**src/rtl/hazard_interlock.sv**
```systemverilog
// Load-use / branch-in-ID interlock and control/exception flush controller for the
// 5-stage pipeline, with stall and flush performance counters.
module hazard_interlock #(
  parameter int unsigned CNT_W = 32
) (
  input  logic             clk,
  input  logic             reset,
  input  logic [4:0]       ID_Rs,
  input  logic [4:0]       ID_Rt,
  input  logic             ID_UseRs,
  input  logic             ID_UseRt,
  input  logic             ID_Branch,
  input  logic             ID_Jr,
  input  logic             ID_Taken,
  input  logic             EX_RegWr,
  input  logic [1:0]       EX_MemToReg,
  input  logic [1:0]       EX_RegDst,
  input  logic [4:0]       EX_Rd,
  input  logic [4:0]       EX_Rt,
  input  logic             MEM_RegWr,
  input  logic [1:0]       MEM_MemToReg,
  input  logic [1:0]       MEM_RegDst,
  input  logic [4:0]       MEM_Rd,
  input  logic [4:0]       MEM_Rt,
  input  logic             Exc_Req,
  output logic             PC_Wr,
  output logic             IF_ID_Wr,
  output logic             IF_ID_Flush,
  output logic             ID_EX_Flush,
  output logic [CNT_W-1:0] Stall_Cnt,
  output logic [CNT_W-1:0] Flush_Cnt
);

  // StHold always carries one remaining stall cycle, so no separate counter is kept.
  typedef enum logic [0:0] {StRun, StHold} state_e;

  state_e           state_q, state_d;
  logic [CNT_W-1:0] stall_cnt_q, flush_cnt_q;

  logic [4:0] ex_dst, mem_dst;
  logic       use_rs, ctrl_use;
  logic       ex_hit, mem_hit;
  logic [1:0] n_ex, n_mem, n_stall;
  logic       stall;
  logic       flush_evt;

  function automatic logic [4:0] dest_reg(input logic [1:0] dst, input logic [4:0] rd,
                                          input logic [4:0] rt);
    logic [4:0] r;
    case (dst)
      2'd0:    r = rd;
      2'd1:    r = rt;
      2'd2:    r = 5'd31;
      default: r = 5'd26;
    endcase
    return r;
  endfunction

  assign ex_dst   = dest_reg(EX_RegDst, EX_Rd, EX_Rt);
  assign mem_dst  = dest_reg(MEM_RegDst, MEM_Rd, MEM_Rt);
  assign use_rs   = ID_UseRs | ID_Jr;
  assign ctrl_use = ID_Branch | ID_Jr;

  assign ex_hit  = EX_RegWr && (ex_dst != 5'd0) &&
                   ((use_rs && (ex_dst == ID_Rs)) || (ID_UseRt && (ex_dst == ID_Rt)));
  assign mem_hit = MEM_RegWr && (mem_dst != 5'd0) &&
                   ((use_rs && (mem_dst == ID_Rs)) || (ID_UseRt && (mem_dst == ID_Rt)));

  // Required bubbles: ID-resolved control needs its operand a stage earlier than the ALU.
  always_comb begin
    n_ex  = 2'd0;
    n_mem = 2'd0;
    if (ex_hit) begin
      if (ctrl_use) begin
        case (EX_MemToReg)
          2'd0:    n_ex = 2'd1;
          2'd1:    n_ex = 2'd2;
          default: n_ex = 2'd0;
        endcase
      end else if (EX_MemToReg == 2'd1) begin
        n_ex = 2'd1;
      end
    end
    if (mem_hit && ctrl_use && (MEM_MemToReg == 2'd1)) begin
      n_mem = 2'd1;
    end
    n_stall = (n_ex > n_mem) ? n_ex : n_mem;
  end

  assign stall = (state_q == StHold) || (n_stall != 2'd0);

  always_comb begin
    state_d     = StRun;
    PC_Wr       = 1'b1;
    IF_ID_Wr    = 1'b1;
    IF_ID_Flush = 1'b0;
    ID_EX_Flush = 1'b0;
    flush_evt   = 1'b0;
    if (!reset) begin
      state_d = StRun;
    end else if (Exc_Req) begin
      IF_ID_Flush = 1'b1;
      ID_EX_Flush = 1'b1;
      flush_evt   = 1'b1;
    end else if (stall) begin
      PC_Wr       = 1'b0;
      IF_ID_Wr    = 1'b0;
      ID_EX_Flush = 1'b1;
      if ((state_q == StRun) && (n_stall == 2'd2)) begin
        state_d = StHold;
      end
    end else if (ID_Taken) begin
      // Taken transfer squashes the delay-slot fetch.
      IF_ID_Flush = 1'b1;
      flush_evt   = 1'b1;
    end
  end

  always_ff @(posedge clk) begin
    if (!reset) begin
      state_q     <= StRun;
      stall_cnt_q <= '0;
      flush_cnt_q <= '0;
    end else begin
      state_q <= state_d;
      if (!PC_Wr) begin
        stall_cnt_q <= stall_cnt_q + CNT_W'(1);
      end
      if (flush_evt) begin
        flush_cnt_q <= flush_cnt_q + CNT_W'(1);
      end
    end
  end

  assign Stall_Cnt = stall_cnt_q;
  assign Flush_Cnt = flush_cnt_q;

endmodule
```
**config.mk**
```make
export PLATFORM = sky130hd
export DESIGN_NAME = hazard_interlock
export DESIGN_NICKNAME = d
export VERILOG_FILES = /design/src/rtl/hazard_interlock.sv
export SDC_FILE = /design/constraint.sdc
export NUM_CORES = 1
export LEC_CHECK = 0
export CORE_ASPECT_RATIO = 1.5
export CORE_MARGIN = 2
export CORE_UTILIZATION = 53
export CTS_BUF_LIST = sky130_fd_sc_hd__clkbuf_8
export DETAILED_ROUTE_END_ITERATION = 10
export GPL_TIMING_DRIVEN = 0
export PLACE_DENSITY = 0.95
export REMOVE_ABC_BUFFERS = 1
export SLEW_MARGIN = 30
export SYNTH_ARGS = -nofsm -noshare
export SYNTH_HDL_FRONTEND = slang
export SYNTH_SLANG_ARGS = --single-unit
export TNS_END_PERCENT = 10
```
**constraint.sdc**
```tcl
create_clock -name clk -period 8.45 [get_ports clk]
set_input_delay 1.2675 -clock clk [delete_from_list [all_inputs] [get_ports clk]]
set_output_delay 1.2675 -clock clk [all_outputs]
set_load 0.005 [all_outputs]
```
==> flow_summary_export.csv, run 1 <==
group,metric,value,unit
outcome,status,"complete, no violations",
synthesis,synth_edf_count,0,
synthesis,yosysMostFrequentCell,"dfxtp_1",
drt,routedWlPerCell,15.62,um
cts,htree_num_levels,3,
cts,cts_tree,"done",
die,ios,116,
placed_design,io_buffers,115,
timing,slew_violations,0,
timing,maxSlewHeadroom,57.05,%
global_routing,grt_max_degree,64,
global_routing,grt_pass1_wl,17.02,mm
synthesis,synth_cell_types,59,
setup_path,worstPathMaxFanout,33,
timing,hold_ws,0.4229,ns
setup_path,crit_path_end_kind,"output port",
drt,routed_via_density,6.001,
final_layout,area_delta_synth_final,34.97,%
cts,ctsHoldBuffers,0,
setup_path,slowest_delay,0.79,ns
final_layout,fillers,542,
cts,cts_resized,0,
setup_path,crit_type,"input pin to output port",
cts,postCtsSetupRepairBufs,0,
cts,clkTransAtPathRegs,0.07,ns
hold_path,hold_class,"register to register",
final_layout,final_nets,642,
setup_path,crit_path_top_delay_cell,"clkdlybuf4s50_1",
drt,dr.first_iter.drc_count,149,
final_layout,seqCellArea,1301,um^2
setup_path,crit_top_cell,"clkdlybuf4s50_1",
final_layout,fin_cells,696,
synthesis,synth_area_leader_cell,"dfxtp_1",
cts,cts_buffers,9,
timing,worstMarginPinSlew,0.6443,ns
drt,dr.pass1.iters,5,
placed_design,dp.cells,680,
timing,hold_viol,0,
drt,drtAntennaViolNets,0,
flow_run,maxCapViolCount,0,
power,totalPowerFinal,641.9,uW
die,dieArea,8053,um^2
cts,cts.sinks,65,
timing,setup_tns,0,ns
final_layout,drive_gt1_share,5.872,%
placed_design,dpl.hpwl,7.940,mm
synthesis,synth_area_leaders,"dfxtp_1 33%, a21oi_1 6.7%, or3_1 4.2%, o31ai_1 4.1%, or4_1 4.1%",
die,start_util,54.17,%
drt,drt-total-wl,10.87,mm
cts,cts_buffer_depth,2,
timing,fin_crit,7.226,ns
synthesis,yosysWarnings,0,
setup_path,crit_family,"compound AO/OA/AOI/OAI gates",
synthesis,avgSynthCellArea,7.952,um^2
setup_path,path_cells,"clkdlybuf4s50_1, mux2_4, or3_1, a21o_1, nor4_2, o2111ai_2, nand3b_1, ha_1, o21ai_0, nand2_1, o221ai_4, o21ba_2, buf_16, nor2_1, clkdlybuf4s50_1",
drt,vias,4177,
global_routing,grt_pass1_vias,3880,
synthesis,synth_common_cells,"65 x dfxtp_1, 52 x a21oi_1, 37 x nor2_1",
setup_path,crit_buf_inv,3,
timing,period_share,85.51,%
synthesis,syn_area,3889,um^2
timing,setup_viol,0,
global_routing,grt_use_total,26.56,%
timing,timing.fmax,138.4,MHz
placed_design,gp_congestion,0.9519,
die,die_h,108.9,um
power,p_leak,1.685,nW
global_routing,overflow,0,
timing,fin_skew,0.005214,ns
setup_path,cp.required,7.18,ns
power,ir_drop,0.0001248,V
synthesis,synth-seq-area-share,33.46,%
timing,rsz0062_at_grt,"false",
synthesis,synthArstFlopShare,0,%
drt,drc_errors,0,
final_layout,multi_input_area,2366,um^2
die,die_x,73.94,um
synthesis,synthCells,489,
final_layout,diodes,0,
power,p_per_area,122.3,nW/um^2
die,rows,38,
synthesis,synth.top_cell.area_share,33.46,%
setup_path,cp-start-kind,"input pin",
cts,clock_latency,0.35,ns
synthesis,synth_seq_cells,65,
setup_path,critPathArrivalTime,5.96,ns
final_layout,final_util,73.11,%
global_routing,antenna_found_initial,0,
cts,cts-root-buf,"clkbuf_8",
die,core_area,7179,um^2
synthesis,ys.flop_type,"dfxtp_1",
## layer usage
| metal | global-route usage, % | vias up | part of all wire (%) |
|---|---|---|---|
| li1 | - | 2023 | - |
| met1 | 28.56 | 1971 | 39 |
| met2 | 47.58 | 162 | 52 |
| met3 | 6.470 | 21 | 7.6 |
| met4 | 12.47 | 0 | 2.1 |
| met5 | 0 | - | 0 |
## worst paths after layout
| path | from | endpoint | slack [ns] | cells after the start |
|---|---|---|---|---|
| hold reg to reg | state_q | state_q | 0.42 | 1 |
| hold / removal | state_q | state_q | 0.42 | 1 |
| setup / recovery | EX_RegDst[0] | IF_ID_Flush | 1.22 | 15 |
| setup reg to reg | Stall_Cnt[6] | Stall_Cnt[31] | 5.79 | 8 |
## power breakdown
part	internal (mW)	total, mW	switching [mW]
clock network	0.136	0.252	0.116
logic	0.0409	0.0798	0.0389
registers	0.308	0.310	0.00205
## placed cells by master, fill, tap and decap left out, types with 3 or more instances in the layout
| master | synthesis | routed |
|---|---|---|
| or3_1 | 26 | 26 |
| clkdlybuf4s50_1 | 0 | 115 |
| nand4_1 | 21 | 21 |
| o31ai_1 | 21 | 21 |
| a21oi_1 | 52 | 52 |
| and4_1 | 3 | 3 |
| and2_1 | 5 | 5 |
| xor2_1 | 13 | 13 |
| nor3_1 | 10 | 10 |
| nor2b_1 | 4 | 4 |
| and3_1 | 8 | 8 |
| nor2_1 | 37 | 37 |
| dfxtp_1 | 65 | 65 |
| o21ai_0 | 31 | 31 |
| a21oi_2 | 3 | 3 |
| inv_1 | 21 | 22 |
| nand2_1 | 26 | 26 |
| mux2i_1 | 6 | 6 |
| nand3_1 | 28 | 28 |
| nand4b_1 | 3 | 3 |
| nand2b_1 | 6 | 6 |
| a21o_1 | 3 | 3 |
| xnor2_1 | 9 | 9 |
| ha_1 | 3 | 3 |
| nor4_1 | 4 | 4 |
| clkbuf_8 | 0 | 13 |
| or4_1 | 21 | 21 |
## area by class of cell
type	count	area share, %
multi-input cells	377	45.08
flip-flops and latches	65	24.79
repair buffers	116	22.46
clock buffers	13	3.409
well taps	100	2.384
inverters	22	1.621
clock inverters	3	0.2622
## registers in the layout, summed over array words and instances, names as in the netlist
name / count
state_q: 1
Stall_Cnt: 32
Flush_Cnt: 32
## cell families (layout without fill, tap and decap cells)
group	after synthesis	after routing	synth area share, %
AND/OR/NAND/NOR	216	216	31.85
flip-flops	65	65	33.46
AO/OA/AOI/OAI	127	127	20.43
XOR/XNOR	22	22	4.955
multiplexers	9	9	2.638
buffers and inverters	47	154	5.695
adder cells (fa/ha/maj)	3	3	0.9654
## through the flow
| step | instance area (um^2) | setup slack (ns) |
|---|---|---|
| 2_1_floorplan | 3750 | 2.626 |
| 3_3_place_gp | 5026 | 0.8358 |
| 3_5_place_dp | 5056 | 1.239 |
| 4_1_cts | 5249 | 1.230 |
| 5_1_grt | 5249 | 0.9659 |
| 6_report | 5249 | 1.224 |
(Power assumes the default switching activity.)
==> run 2: changes to the inputs <==
- CTS_CLUSTER_SIZE: unset -> 20
- SETUP_SLACK_MARGIN: unset -> 0.2
==> results of run 2 <==
No change in the layout: final DEF, timing and power equal those of run 1.
